### config.mk
export PLATFORM = sky130hd
export DESIGN_NAME = result_pack
export DESIGN_NICKNAME = d
export VERILOG_FILES = /design/src/rtl/systolic_pkg.sv /design/src/rtl/pack_lane.sv /design/src/rtl/result_pack.sv
export SDC_FILE = /design/constraint.sdc
export NUM_CORES = 1
export LEC_CHECK = 0
export ABC_AREA = 1
export CORE_MARGIN = 2
export CORE_UTILIZATION = 60
export DETAILED_ROUTE_END_ITERATION = 12
export GPL_TIMING_DRIVEN = 0
export PLACE_DENSITY_LB_ADDON = 0.08
export SYNTH_ARGS = -nofsm -noshare
export SYNTH_HDL_FRONTEND = slang
export SYNTH_HIERARCHICAL = 1
export SYNTH_SLANG_ARGS = --single-unit
### constraint.sdc
create_clock -name clk -period 4.05 [get_ports clk]
set_clock_uncertainty 0.1 [all_clocks]
set_input_delay 0.405 -clock clk [delete_from_list [all_inputs] [get_ports clk]]
set_output_delay 0.405 -clock clk [all_outputs]
set_load 0.01 [all_outputs]
### src/rtl/systolic_pkg.sv
// Constants shared by the systolic-array feeder and result packer.
// Both ends agree that byte order is MSB first: the first byte of a word lands in [WW-1:WW-BW].
package systolic_pkg;
   localparam int BW    = 8;
   localparam int NB    = 4;
   localparam int WW    = BW * NB;
   localparam int LANES = 4;

   // Shift a word left by nsh whole bytes, zero-filling the low end.
   function automatic logic [WW-1:0] left_justify(input logic [WW-1:0] w, input logic [1:0] nsh);
      return w << (BW * nsh);
   endfunction
endpackage

### src/rtl/pack_lane.sv
// One lane of the result packer: a byte shift register feeding a one-word output slot.
// The common counter and handshake control live in result_pack.
module pack_lane
   import systolic_pkg::*;
(
   input  logic          clk,
   input  logic          rstn,
   input  logic          i_shift,
   input  logic          i_load,
   input  logic          i_use_beat,
   input  logic [1:0]    i_lsh,
   input  logic [BW-1:0] i_din,
   output logic [WW-1:0] o_dout
);
   // Only NB-1 bytes are ever held: the NBth byte goes straight to the slot.
   logic [(NB-1)*BW-1:0] r_pack;
   logic [WW-1:0]        r_slot;
   logic [WW-1:0]        w_next;
   logic [WW-1:0]        w_src;

   assign w_next = {r_pack, i_din};
   assign w_src  = i_use_beat ? w_next : {{BW{1'b0}}, r_pack};
   assign o_dout = r_slot;

   // Shift the accepted byte in at the LSB end; stale upper bytes drop off during justification.
   always_ff @(posedge clk or negedge rstn) begin
      if (!rstn)        r_pack <= '0;
      else if (i_shift) r_pack <= w_next[(NB-1)*BW-1:0];
   end

   // Output slot holds the MSB-aligned word until the control reloads it.
   always_ff @(posedge clk or negedge rstn) begin
      if (!rstn)       r_slot <= '0;
      else if (i_load) r_slot <= left_justify(w_src, i_lsh);
   end
endmodule

### src/rtl/result_pack.sv
// Receive edge of the systolic array: packs four consecutive bytes per lane into a
// 32-bit word, with valid/ready on both sides and flush of partial words.
module result_pack
   import systolic_pkg::*;
(
   input  logic          clk,
   input  logic          rstn,
   input  logic          in_valid,
   output logic          in_ready,
   input  logic [BW-1:0] dinA,
   input  logic [BW-1:0] dinB,
   input  logic [BW-1:0] dinC,
   input  logic [BW-1:0] dinD,
   input  logic          flush,
   output logic          out_valid,
   input  logic          out_ready,
   output logic [WW-1:0] doutA,
   output logic [WW-1:0] doutB,
   output logic [WW-1:0] doutC,
   output logic [WW-1:0] doutD,
   output logic [2:0]    out_nbytes,
   output logic          ovf
);
   logic [1:0] r_cnt;
   logic       r_pend;
   logic       r_valid;
   logic [2:0] r_nbytes;
   logic       r_ovf;

   logic       w_slot_free;
   logic       w_acc;
   logic       w_full;
   logic       w_pf_beat;
   logic       w_pf_idle;
   logic       w_load;
   logic [1:0] w_lsh;
   logic [2:0] w_nb;

   assign w_slot_free = !r_valid || out_ready;
   // A pending flush owns the packer until it lands; otherwise only the completing beat stalls.
   assign in_ready    = !r_pend && !((r_cnt == 2'd3) && !w_slot_free);
   assign w_acc       = in_valid && in_ready;
   assign w_full      = w_acc && (r_cnt == 2'd3);
   assign w_pf_beat   = w_acc && (r_cnt != 2'd3) && flush;
   assign w_pf_idle   = !w_acc && (flush || r_pend) && (r_cnt != 2'd0);
   assign w_load      = w_full || ((w_pf_beat || w_pf_idle) && w_slot_free);

   // Justification shift and byte count for whatever is being moved into the slot.
   always_comb begin
      w_lsh = 2'd0;
      w_nb  = 3'd4;
      if (w_pf_beat) begin
         w_lsh = 2'd3 - r_cnt;
         w_nb  = {1'b0, r_cnt} + 3'd1;
      end else if (w_pf_idle) begin
         w_lsh = 2'(3'd4 - {1'b0, r_cnt});
         w_nb  = {1'b0, r_cnt};
      end
   end

   // Shared byte counter, flush-pending flag, slot valid and byte count.
   always_ff @(posedge clk or negedge rstn) begin
      if (!rstn) begin
         r_cnt    <= 2'd0;
         r_pend   <= 1'b0;
         r_valid  <= 1'b0;
         r_nbytes <= 3'd0;
      end else begin
         r_pend <= (w_pf_beat || w_pf_idle) && !w_slot_free;
         if (w_load)     r_cnt <= 2'd0;
         else if (w_acc) r_cnt <= r_cnt + 2'd1;
         if (w_load) begin
            r_valid  <= 1'b1;
            r_nbytes <= w_nb;
         end else if (out_ready) begin
            r_valid  <= 1'b0;
         end
      end
   end

   // Sticky overflow: a dropped beat, or a flush that has nothing to close while the slot is full.
   always_ff @(posedge clk or negedge rstn) begin
      if (!rstn) r_ovf <= 1'b0;
      else if ((in_valid && !in_ready) ||
               (flush && !w_acc && (r_cnt == 2'd0) && !w_slot_free))
         r_ovf <= 1'b1;
   end

   assign out_valid  = r_valid;
   assign out_nbytes = r_nbytes;
   assign ovf        = r_ovf;

   pack_lane u_lane_a (.clk(clk), .rstn(rstn), .i_shift(w_acc), .i_load(w_load), .i_use_beat(w_acc),
                       .i_lsh(w_lsh), .i_din(dinA), .o_dout(doutA));
   pack_lane u_lane_b (.clk(clk), .rstn(rstn), .i_shift(w_acc), .i_load(w_load), .i_use_beat(w_acc),
                       .i_lsh(w_lsh), .i_din(dinB), .o_dout(doutB));
   pack_lane u_lane_c (.clk(clk), .rstn(rstn), .i_shift(w_acc), .i_load(w_load), .i_use_beat(w_acc),
                       .i_lsh(w_lsh), .i_din(dinC), .o_dout(doutC));
   pack_lane u_lane_d (.clk(clk), .rstn(rstn), .i_shift(w_acc), .i_load(w_load), .i_use_beat(w_acc),
                       .i_lsh(w_lsh), .i_din(dinD), .o_dout(doutD));
endmodule

==> out/qor.csv <==
metric;value;unit
Post-CTS Resized;0;
Die Wd;148;um
worst stage delay on the critical path;1050;ps
initial antenna violation count;0;
Die Area;0.0219;sq mm
Synth Area in Adders;0.202;%
worst slack, placed;603;ps
critical path arrival;3670;ps
ANT nets after route;0;
#FFs+latches synth;232;
MaxCap Viol Count;0;
share of the synthesized area in the top cell type;46.8;%
Worst-path clk slew;60;ps
ys flop type;dfrtp_1;
DRC Markers;0;
simple-gate share of the synthesized area;38.8;%
final setup violation count;0;
family with the most delay on the worst path;compound AO/OA/AOI/OAI gates;
Syn Inst Count;1592;
synthesized area;0.0124;sq mm
synth top area cells;dfrtp_1 (47%), nand2_1 (19%), nand3_1 (15%), mux2_2 (2.9%), o21ai_0 (2.6%);
layout cells sized above 1;13.3;%
routed len/inst;17.1;um
RSZ-0062 raised after global routing;no;
P&R area growth vs syn;23.8;%
vias per inst;5.67;
multiplexer area fraction after synthesis;2.90;%
CTS sink count;232;
IO buf count;170;
YS warnings;6;
CTS tree;built;
NumNets Final;1830;
cts hold-fix bufs;1;
drt initial violations;1328;
post-synthesis average cell area;7.80;sq um
Mapped Nets;1631;
I/O pins;171;
CP max stage cell;o21ai_1;
# diodes;0;
Post-Route WL;35500;um
Unique masters post-synth;26;
critical path cell sequence;ha_1 > nor3_2 > nand2_1 > o21ai_1 > nand2_1 > clkinv_1 > buf_2 > nand3_1 > nand3_1;
Slew HR;10.8;%
worst hold-check path type;flop to flop;
cell taking the most area after synthesis;dfrtp_1;
Synth Area in Compound Gates;3.01;%
setup slack after layout;737;ps
CTS Root Cell;clkbuf_16;
final setup TNS;0;ps
Fmax achieved;302;MHz
Post-CTS Setup Bufs;0;
worst-path maximum fanout;10;
global-route wire length before repair;57600;um
EDFF count, synth;0;
1st-pass router iterations;7;
largest net degree at the start of global routing;121;
WS Path Type;flop to flop;
vias in the first global route;11300;
Pwr Density;711;mW/mm^2
# fillers;1563;
fin crit period;3310;ps
Initial Utilization;61.1;%
Max Slew Vio Count;0;
GRT Total Usage;32.4;%
asr flop ratio synth;100;%
Worst EP required;4410;ps
Final Hold Fails;0;
sequential fraction of the synthesis area;46.8;%
worst path bufs/invs;2;
via count;11800;
xor and xnor area share after synthesis;0;%
Tcrit/Tclk final;81.8;%
peak supply drop;0.000539;V
Worst setup EP type;flop;
H-tree lvl count;1;
latest clock arrival within the worst-skew pair;520;ps
top post-synthesis cells by count;nand2_1 (622), nand3_1 (368), dfrtp_1 (232), inv_1 (75), o21ai_0 (65);
Leak;7.55;nW
row count;52;
most common cell in the netlist;nand2_1;
Clock Path Buffers;3;
worst slew pin tran;1330;ps
DP HPWL;24600;um
Core Region;0.0203;sq mm
startpoint types;flop;
Num CTS Buffers;25;
Die Span Y;148;um
largest family of logic cells by synthesized area;simple AND/OR/NAND/NOR gates;
Congestion Overflow GR;0;
status;complete, no violations;
Final Wtd Congestion;0.909;
-- sequential cells by signal, indices dropped and copies added (netlist names) --
| name | count |
|---|---|
| u_lane_a/o_dout | 32 |
| u_lane_b/o_dout | 32 |
| u_lane_c/o_dout | 32 |
| u_lane_d/o_dout | 32 |
| u_lane_a/r_pack | 24 |
| u_lane_b/r_pack | 24 |
| u_lane_c/r_pack | 24 |
| u_lane_d/r_pack | 24 |
| out_nbytes | 3 |
| r_cnt | 2 |
| out_valid | 1 |
| ovf | 1 |
| r_pend | 1 |
-- logic make-up (layout without fill, tap and decap cells) --
group / count (synthesis) / after routing
buf+inv: 187 / 405
compound gates: 72 / 72
simple gates: 1067 / 1067
fa+ha+maj: 2 / 2
mux: 32 / 32
flops: 232 / 232
-- where the power goes --
group          internal, mW  switching, mW  leakage (nW)
combinational          2.04           2.73          4.22
sequential             3.14          0.607          2.91
clock                  1.46          0.954         0.414
-- cell usage in the layout, fill, tap and decap left out, types with 5 or more instances in the layout --
cell type,synthesis,final
clkbuf_16,0,25
mux2_2,32,32
nand3_1,368,368
nand2_1,622,622
buf_4,24,24
nor2_4,8,8
inv_1,75,75
inv_2,8,8
dfrtp_1,232,232
buf_6,16,16
clkbuf_1,20,25
buf_2,32,32
clkdlybuf4s50_1,0,169
nand2_2,38,38
nand3_2,25,25
o21ai_0,65,65
buf_8,4,5
-- worst reg2reg max path, delay by kind of cell (launching register included) --
kind | cells | cell delay, ps
buf+inv | 2 | 590
fa+ha+maj | 1 | 310
flops | 1 | 420
simple gates | 5 | 770
compound gates | 1 | 1050
-- cell type report --
cell class | count | area, sq um | share of cell area [%]
flip-flops and latches | 232 | 5810 | 37.8
multi-input cells | 1173 | 5580 | 36.3
repair buffers | 172 | 1740 | 11.4
clock buffers | 33 | 686 | 4.46
plain buffers | 96 | 656 | 4.27
inverters | 91 | 372 | 2.42
well taps | 270 | 338 | 2.20
clock inverters | 13 | 186 | 1.21
-- metal layers --
metal / track usage, % / vias to the layer above / wire length [um]
met1: 46.6 / 5583 / 15300
met2: 51.6 / 577 / 16300
met5: 0 / - / 0
li1: - / 5562 / -
met3: 5.12 / 70 / 3110
met4: 8.76 / 0 / 770
-- per-stage QoR --
step | hold slack (ps) | cells | util [%] | instance area [sq um] | power [mW]
6_report | 378 | 2080 | 75.7 | 15400 | 10.9
5_1_grt | 408 | 2080 | 75.7 | 15400 | 11.6
4_1_cts | 381 | 2080 | 75.7 | 15400 | 10.9
3_5_place_dp | 365 | 2033 | 71.4 | 14500 | 8.43
3_3_place_gp | 361 | 2032 | 71.2 | 14500 | 8.33
2_1_floorplan | 9.41 | 1592 | - | 12400 | 6.41
-- final timing paths --
check | start | endpoint | slack (ps) | depth (start not counted)
worst max-delay path | r_cnt[0] | u_lane_a/o_dout[23] | 740 | 9
worst min-delay path | u_lane_a/o_dout[5] | u_lane_a/o_dout[5] | 380 | 2
worst max register to register | r_cnt[0] | u_lane_a/o_dout[23] | 740 | 9
worst min register to register | u_lane_a/o_dout[5] | u_lane_a/o_dout[5] | 380 | 2
max in group asynchronous | rstn | u_lane_c/r_pack[7] | 2400 | 3
min in group asynchronous | rstn | u_lane_b/o_dout[7] | 390 | 2
Power figures use the tool's default switching activity.
